--- src/rtl/fetch_ctrl_if.sv ---
// Instruction-memory request/response bus between the fetch controller and imem.
// Request: req/addr with ready. Response: rvalid with rready. At most one request is in flight.
interface fetch_ctrl_if;
   logic        imem_req_o;
   logic [31:0] imem_addr_o;
   logic        imem_ready_i;
   logic        imem_rvalid_i;
   logic        imem_rready_o;

   modport master (
      output imem_req_o,
      output imem_addr_o,
      input  imem_ready_i,
      input  imem_rvalid_i,
      output imem_rready_o
   );

   modport slave (
      input  imem_req_o,
      input  imem_addr_o,
      output imem_ready_i,
      output imem_rvalid_i,
      input  imem_rready_o
   );
endinterface

--- src/rtl/fetch_ctrl.sv ---
// Fetch controller: one outstanding imem request; pc_o updates the cycle after a consumed response; stall_i holds rready low.
// Redirects drain any in-flight response. Defining FETCH_CTRL_PERF_EN adds a saturating redirect counter.
module fetch_ctrl #(
   parameter logic [31:0] RESET_PC = 32'h1C000000
) (
   input  logic                clk,
   input  logic                rst,
   input  logic                flush_i,
   input  logic [31:0]         new_pc_i,
   input  logic                branch_flag_i,
   input  logic [31:0]         branch_target_i,
   input  logic                stall_i,
   fetch_ctrl_if.master        imem,
   output logic [31:0]         pc_o,
   output logic                if_stall_o,
   output logic                if_flush_o
`ifdef FETCH_CTRL_PERF_EN
   ,
   output logic [31:0]         perf_redirect_cnt_o
`endif
);

   typedef enum logic [1:0] {
      RESET_S   = 2'd0,
      FETCH     = 2'd1,
      WAIT_RESP = 2'd2,
      DRAIN     = 2'd3
   } state_e;

   state_e      state_q, state_d;
   logic [31:0] fetch_pc_q, fetch_pc_d;
   logic [31:0] pc_q, pc_d;
   logic        redirect;
   logic [31:0] redirect_sel;
   logic [31:0] redirect_tgt;

   // RESET_S ignores redirects, which also keeps if_flush_o low during reset.
   always_comb begin
      redirect     = (state_q != RESET_S) && (flush_i || branch_flag_i);
      redirect_sel = flush_i ? new_pc_i : branch_target_i;
      redirect_tgt = {redirect_sel[31:2], 2'b00};
   end

   always_comb begin
      state_d    = state_q;
      fetch_pc_d = fetch_pc_q;
      pc_d       = pc_q;
      case (state_q)
         RESET_S: state_d = FETCH;
         FETCH: begin
            if (redirect) fetch_pc_d = redirect_tgt;
            if (imem.imem_ready_i) state_d = redirect ? DRAIN : WAIT_RESP;
         end
         WAIT_RESP: begin
            if (redirect) begin
               fetch_pc_d = redirect_tgt;
               state_d    = imem.imem_rvalid_i ? FETCH : DRAIN;
            end else if (imem.imem_rvalid_i && !stall_i) begin
               pc_d       = fetch_pc_q;
               fetch_pc_d = fetch_pc_q + 32'd4;
               state_d    = FETCH;
            end
         end
         DRAIN: begin
            if (redirect) fetch_pc_d = redirect_tgt;
            // A response arriving with a redirect is still the one being drained.
            if (imem.imem_rvalid_i) state_d = FETCH;
         end
         default: state_d = RESET_S;
      endcase
   end

   always_ff @(posedge clk or negedge rst) begin
      if (!rst) begin
         state_q    <= RESET_S;
         fetch_pc_q <= RESET_PC;
         pc_q       <= 32'h0;
      end else begin
         state_q    <= state_d;
         fetch_pc_q <= fetch_pc_d;
         pc_q       <= pc_d;
      end
   end

   assign imem.imem_req_o    = (state_q == FETCH);
   assign imem.imem_addr_o   = fetch_pc_q;
   assign imem.imem_rready_o = ((state_q == WAIT_RESP) && !stall_i) || (state_q == DRAIN);
   assign pc_o               = pc_q;
   assign if_stall_o         = (state_q != FETCH) || stall_i;
   assign if_flush_o         = redirect || (state_q == DRAIN);

`ifdef FETCH_CTRL_PERF_EN
   logic [31:0] perf_cnt_q, perf_cnt_d;

   always_comb begin
      perf_cnt_d = perf_cnt_q;
      if (redirect && (perf_cnt_q != 32'hFFFFFFFF)) perf_cnt_d = perf_cnt_q + 32'd1;
   end

   always_ff @(posedge clk or negedge rst) begin
      if (!rst) perf_cnt_q <= 32'h0;
      else      perf_cnt_q <= perf_cnt_d;
   end

   assign perf_redirect_cnt_o = perf_cnt_q;
`endif

endmodule

--- src/flat_wrapper.sv ---
// flat-port wrapper written by rule: the top's interface ports become plain ports
module fetch_ctrl_flat 
#(
   parameter logic [31:0] RESET_PC = 32'h1C000000
)
  (clk, rst, flush_i, new_pc_i, branch_flag_i, branch_target_i, stall_i, pc_o, if_stall_o, if_flush_o, imem_imem_req_o, imem_imem_addr_o, imem_imem_ready_i, imem_imem_rvalid_i, imem_imem_rready_o);
  fetch_ctrl_if imem_i ();
  input  logic clk;
  input  logic rst;
  input  logic flush_i;
  input  logic [31:0] new_pc_i;
  input  logic branch_flag_i;
  input  logic [31:0] branch_target_i;
  input  logic stall_i;
  output logic [31:0] pc_o;
  output logic if_stall_o;
  output logic if_flush_o;
  output wire logic [$bits(imem_i.imem_req_o)-1:0] imem_imem_req_o;
  output wire logic [$bits(imem_i.imem_addr_o)-1:0] imem_imem_addr_o;
  input wire logic [$bits(imem_i.imem_ready_i)-1:0] imem_imem_ready_i;
  input wire logic [$bits(imem_i.imem_rvalid_i)-1:0] imem_imem_rvalid_i;
  output wire logic [$bits(imem_i.imem_rready_o)-1:0] imem_imem_rready_o;
  assign imem_imem_req_o = imem_i.imem_req_o;
  assign imem_imem_addr_o = imem_i.imem_addr_o;
  assign imem_i.imem_ready_i = imem_imem_ready_i;
  assign imem_i.imem_rvalid_i = imem_imem_rvalid_i;
  assign imem_imem_rready_o = imem_i.imem_rready_o;
  fetch_ctrl #(.RESET_PC(RESET_PC)) u_core (.clk(clk), .rst(rst), .flush_i(flush_i), .new_pc_i(new_pc_i), .branch_flag_i(branch_flag_i), .branch_target_i(branch_target_i), .stall_i(stall_i), .imem(imem_i), .pc_o(pc_o), .if_stall_o(if_stall_o), .if_flush_o(if_flush_o));
endmodule
--- config.mk ---
export PLATFORM = sky130hd
export DESIGN_NAME = fetch_ctrl_flat
export DESIGN_NICKNAME = d
export VERILOG_FILES = /design/src/rtl/fetch_ctrl_if.sv /design/src/rtl/fetch_ctrl.sv /design/src/flat_wrapper.sv
export SDC_FILE = /design/constraint.sdc
export NUM_CORES = 1
export LEC_CHECK = 0
export CORE_MARGIN = 2
export CORE_UTILIZATION = 45
export DETAILED_ROUTE_END_ITERATION = 10
export PLACE_DENSITY = 0.84
export SYNTH_ARGS = -nofsm -noshare
export SYNTH_HDL_FRONTEND = slang
export SYNTH_SLANG_ARGS = --single-unit
--- constraint.sdc ---
create_clock -name clk -period 2.5 [get_ports clk]
set_clock_uncertainty 0.15 [all_clocks]
set_input_delay 0.5 -clock clk [delete_from_list [all_inputs] [get_ports clk]]
set_output_delay 0.5 -clock clk [all_outputs]
set_load 0.01 [all_outputs]
## Yosys cells after proc, flatten, opt, wreduce, memory -nomap -nowiden

Cells that the tools add are included.

- Register bits: 66
- Output and inout port bits: 68

- Reduce and logical (&&, ||, !) cells: 15
- $add $sub $neg: 1
- Multiplexer cells: 12
- Equal/unequal tests: 8
- Bitwise gates (word level): 1

Operators with widths:

| kind | count |
|---|---|
| $mux 32 | 4 |
| $pmux 32 s2 | 1 |
| $add 32x3->32 const B | 1 |
| $mux 2 | 5 |
| $reduce_and 3->1 | 3 |
| $pmux 2 s4 | 1 |
| $ne 2x1->1 const B | 3 |
| $eq 2x2->1 const B | 2 |
| $logic_or 1x1->1 | 4 |
| $reduce_bool 2->1 | 2 |
| $logic_and 1x1->1 | 3 |
| $ne 3x1->1 const B | 1 |
| $eq 2x1->1 const B | 1 |
| $logic_not 2->1 | 1 |
| $ne 2x2->1 const B | 1 |
| $reduce_or 2->1 | 1 |
| $logic_not 1->1 | 1 |
| $mux 1 | 1 |
| $not 1->1 | 1 |

## Longest topological paths before layout

- Depth in word-level cells: 5
- Depth in mapped cells: 10
- Mapped depth without buffers: 7

## Least setup slack after synthesis

Ideal clock, no wire load.

- Path kind: flip-flop to flip-flop
- From: register u_core.state_q[1]
- To: register u_core.fetch_pc_q[17] (netlist: u_core.imem.imem_addr_o[17])
- Path buffers: 3
- Arrival time: 1801 ps
- Stages on the path, launching flop included: 11
- Period minus slack after synthesis: 2081 ps
- Required time: 2220 ps
- Setup slack: 419 ps
- Setup time: 130 ps
- Cell sequence: dfrtp_1 inv_1 ha_1 nor3_1 o21a_1 buf_4 or2_1 buf_2 buf_4 a21oi_1 a21oi_1

- Cells in the longest elaborated chain, start to end: 4
- Elaborated cells on any way between the ends: 12
- Classes of those cells: eq/ne (5); mux (2); reduce/logical (5)

Ends and longest elaborated chain:

| item | line | source |
|---|---|---|
| start, declared | fetch_ctrl.sv:30 | `state_e state_q, state_d;` |
| start signal, assigned | fetch_ctrl.sv:79 | `state_q <= state_d;` |
| $eq 2x1->1 * | -- |  |
| via imem_imem_req_o | flat_wrapper.sv:18 | `output wire logic [$bits(imem_i.imem_req_o)-1:0] imem_imem_req_o;` |
| $reduce_or 2->1 (no source line) * | -- |  |
| $ne 2x1->1 (no source line) or $reduce_bool 2->1 (tied branches) | -- |  |
| $reduce_and 3->1 (no source line) | -- |  |
| end signal, assigned | fetch_ctrl.sv:80 | `fetch_pc_q <= fetch_pc_d;` |
| end, declared | fetch_ctrl.sv:31 | `logic [31:0] fetch_pc_q, fetch_pc_d;` |

Mark *: on every way through the listed nets, which the timed path passes. The rest lies on a longest branch.
A chain may end at the register's enable or synchronous reset.

## Final worst setup path

- From: register u_core.state_q[0]
- To: output port imem_imem_rready_o

- Cells in the longest elaborated chain, start to end: 3
- Elaborated cells on any way between the ends: 4
- Classes of those cells: eq/ne (2); reduce/logical (2)

Ends and longest elaborated chain:

| item | line | source |
|---|---|---|
| $eq 2x2->1 | fetch_ctrl.sv:87 | `assign imem.imem_rready_o = ((state_q == WAIT_RESP) && !stall_i) \|\| (state_q == DRAIN);` |
| $logic_and 1x1->1 | fetch_ctrl.sv:87 |  |
| $logic_or 1x1->1 * | fetch_ctrl.sv:87 |  |
| end, declared | flat_wrapper.sv:22 | `output wire logic [$bits(imem_i.imem_rready_o)-1:0] imem_imem_rready_o;` |

Every way passes the cells marked *; elsewhere a longest branch is shown, timed or not.

==> flow_summary_export.csv <==
group,metric,value,unit
flow_run,cap_violations,0,
routing,dr.pass1.iters,5,
power,pwr-share-comb,0.534,
clocking,clock-sinks,62,
logic_synthesis,avgSynthCellArea,10.0,sq um
power,p_total,6.15,mW
logic_synthesis,yosysWarnings,0,
clocking,htree_num_levels,3,
timing,finalSetupViolCount,0,
finish,areaGrowthSynthToFinish,45.8,%
timing,fin_crit_sh,0.964,
global_routing,grt_pass1_wl,17.5,mm
min_path,hold_end,"u_core.pc_o[21]$_DFFE_PN0P_",
logic_synthesis,synthSimpleGateAreaFrac,0.160,
power,p_int,3.65,mW
logic_synthesis,synth-edff-count,0,
clocking,ctsRootBufferMaster,"clkbuf_8",
finish,drive_gt1_frac,0.160,
finish,layout_common_cells,"clkdlybuf4s50_1 (127), dfrtp_1 (59), nand2_1 (37)",
setup_path,crit_fanout,5,
setup_path,regToRegSetupSlack,290,ps
timing,max_freq,415,MHz
placed_design,port_buffers,130,
timing,setup_slack,90.8,ps
finish,num_antenna_cells,0,
logic_synthesis,synth_xor_area_frac,0,
die,rows,32,
power,p_leak,2.28,nW
finish,fill_cells,617,
timing,whs,333,ps
power,p_per_area,1150,mW/mm^2
logic_synthesis,muxShareOfSynthArea,0.164,
timing,slew_headroom,0.611,
min_path,hold_path_class,"flip-flop to flip-flop",
clocking,cts_setup_buffers,0,
setup_path,worst_r2r_startpoint,"u_core.state_q[0]$_DFFE_PN0P_",
clocking,cts.clk_slew.worst_paths,60,ps
logic_synthesis,synth_compound_area_frac,0.182,
routing,route.detailed.drc,0,
routing,wl,11.2,mm
routing,via_per_inst,5.93,
logic_synthesis,synthAdderAreaFrac,0.0171,
timing,report.final.slew_viol_count,0,
timing,hold_viol_final,0,
power,switching_power,2.50,mW
placed_design,dp_cells,593,
logic_synthesis,synth_top_family_by_area,"compound AO/OA/AOI/OAI gates",
min_path,hp-start,"u_core.pc_o[21]$_DFFE_PN0P_",
finish,final_common_cell,"clkdlybuf4s50_1",
routing,vias,3610,
logic_synthesis,postSynthCellCount,365,
timing,fin_setup_tns,0,ps
finish,final_nets,579,
global_routing,grt_use_total,0.258,
setup_path,r2r_cells,6,
global_routing,antenna_found_initial,0,
min_path,whs_path_depth,2,
setup_path,reg2reg_to,"u_core.imem.imem_addr_o[17]$_DFFE_PN0P_",
power,p_seq_frac,0.325,
timing,worst_pin_slew,579,ps
placed_design,dpl.hpwl,8.00,mm
global_routing,grt_pass1_vias,3601,
timing,rsz0062_at_grt,"false",
logic_synthesis,seq_area_frac_synth,0.425,
clocking,clock_latency,350,ps
logic_synthesis,ys.flop_type,"dfrtp_1",
power,switching_share,0.407,
outcome,status,"completed",
finish,finalNonFillerCells,609,
logic_synthesis,synth_cell_types,54,
setup_path,arrival,1760,ps
power,irDropWorstVdd,0.620,mV
logic_synthesis,syn_area,0.00366,sq mm
clocking,cts_buffer_depth,2,
global_routing,grt_max_degree,54,
power,clockPowerShare,0.140,
setup_path,cp-start-kind,"flip-flop",
die,ios,139,
routing,final_antenna_net_count,0,
routing,wire_per_inst,18.3,um
die,dieArea,0.00888,sq mm
logic_synthesis,synth-async-reset-ratio,1.00,
placed_design,dpl_worst_slack,73.1,ps
die,start_util,0.469,
setup_path,crit_required,1850,ps
setup_path,critPathCaptureType,"output port",
global_routing,gr-total-overflow,0,
die,die_x,94.2,um
die,core_area,0.00781,sq mm
die,die_y,94.2,um
clocking,cts_tree,"yes",
clocking,cts_made_buffers,9,
routing,drtIter0Drc,295,
finish,seq_area,0.00156,sq mm
placed_design,place.gp.congestion,0.864,
logic_synthesis,ys_ff_latch,62,
timing,fin_crit,2410,ps
setup_path,critPathKind,"flip-flop to output port",
finish,multiInputGateArea,0.00195,sq mm
per-stage QoR:
stage	util	instance area, sq um
2_1_floorplan	-	3670
3_3_place_gp	0.658	5140
3_5_place_dp	0.658	5140
4_1_cts	0.683	5330
5_1_grt	0.684	5340
6_report	0.684	5340
cell families (layout without fill, tap and decap cells):
kind of cell | count (synthesis) | after routing
and+or+nand+nor | 104 | 104
AOI/OAI and AO/OA | 100 | 100
DFF | 62 | 62
muxes | 56 | 56
buffers and inverters | 37 | 176
adders and majority gates | 5 | 5
other | 1 | 4
per-layer routing:
| metal | wire length, um | GRT usage |
|---|---|---|
| met1 | 4470 | 0.325 |
| met4 | 282 | 0.124 |
| met2 | 5460 | 0.426 |
| met5 | 0 | 0 |
| met3 | 954 | 0.0465 |
worst max-delay path: stages, from the launching register on:
cell,delay [ps]
dfrtp_1,400
inv_1,110
ha_2,230
a21o_1,120
clkdlybuf4s50_1,540
flip-flops by register name (all words and copies together), names as in the netlist:
| name | flops |
|---|---|
| u_core.pc_o | 30 |
| u_core.state_q | 2 |
| u_core.imem.imem_addr_o | 30 |
area by class of cell:
class / instances / area share
clock inverter: 1 / 0.00562
inverter: 11 / 0.00773
timing repair buffer: 150 / 0.278
tap: 102 / 0.0239
sequential: 62 / 0.291
multi-input combinational: 269 / 0.365
clock buffer: 14 / 0.0286
power by group through the flow:
stage | combinational, mW | clock (mW) | sequential (mW)
floorplan | 1.51 | 0 | 2.10
global placement | 3.12 | 0 | 1.97
detailed placement | 3.23 | 0 | 2.00
CTS | 3.27 | 0.873 | 1.99
global route | 3.53 | 0.928 | 2.08
finish | 3.29 | 0.863 | 2.00
worst max-delay path by stage:
stage                                       start                                      end  slack [ps]  depth (start not counted)
floorplan           u_core.state_q[1]$_DFFE_PN0P_  u_core.imem.imem_addr_o[17]$_DFFE_PN0P_         420                         10
global placement                    branch_flag_i  u_core.imem.imem_addr_o[11]$_DFFE_PN0P_         130                          7
detailed placement                  branch_flag_i  u_core.imem.imem_addr_o[30]$_DFFE_PN0P_          70                          6
CTS                 u_core.state_q[0]$_DFFE_PN0P_                               if_flush_o          10                          5
global route        u_core.state_q[0]$_DFFE_PN0P_                       imem_imem_rready_o          30                          4
finish              u_core.state_q[0]$_DFFE_PN0P_                       imem_imem_rready_o          90                          4
cell usage after synthesis, types with 2 or more instances:
| master | instances | area share |
|---|---|---|
| a211oi_1 | 6 | 0.012 |
| a21oi_1 | 28 | 0.038 |
| a2bb2oi_1 | 2 | 0.0048 |
| a311oi_1 | 9 | 0.022 |
| a31oi_1 | 5 | 0.0085 |
| a32o_1 | 2 | 0.0055 |
| and2_1 | 2 | 0.0034 |
| and3_1 | 10 | 0.017 |
| and4_1 | 2 | 0.0048 |
| buf_2 | 16 | 0.022 |
| buf_4 | 6 | 0.012 |
| clkbuf_1 | 3 | 0.0031 |
| dfrtp_1 | 59 | 0.40 |
| dfstp_2 | 3 | 0.022 |
| ha_1 | 5 | 0.017 |
| inv_1 | 11 | 0.011 |
| mux2_2 | 33 | 0.10 |
| mux2i_1 | 23 | 0.063 |
| nand2_1 | 37 | 0.038 |
| nand2b_1 | 2 | 0.0034 |
| nand3_1 | 8 | 0.011 |
| nand4_1 | 4 | 0.0068 |
| nand4_2 | 2 | 0.0068 |
| nor2_1 | 11 | 0.011 |
| nor2b_1 | 3 | 0.0051 |
| nor3_1 | 11 | 0.015 |
| nor4_1 | 2 | 0.0034 |
| nor4_4 | 3 | 0.017 |
| o211ai_1 | 2 | 0.0041 |
| o21ai_0 | 19 | 0.026 |
| o22a_1 | 4 | 0.0096 |
| o22ai_1 | 6 | 0.010 |
| o31ai_1 | 4 | 0.0082 |
| or3_1 | 2 | 0.0034 |
timing repair:
item                       CTS  global route
hold buffers                 1             0
hold endpoints to repair     9             0
setup endpoints to repair    0             6
gates resized for setup      0             4
Power figures use the tool's default switching activity.
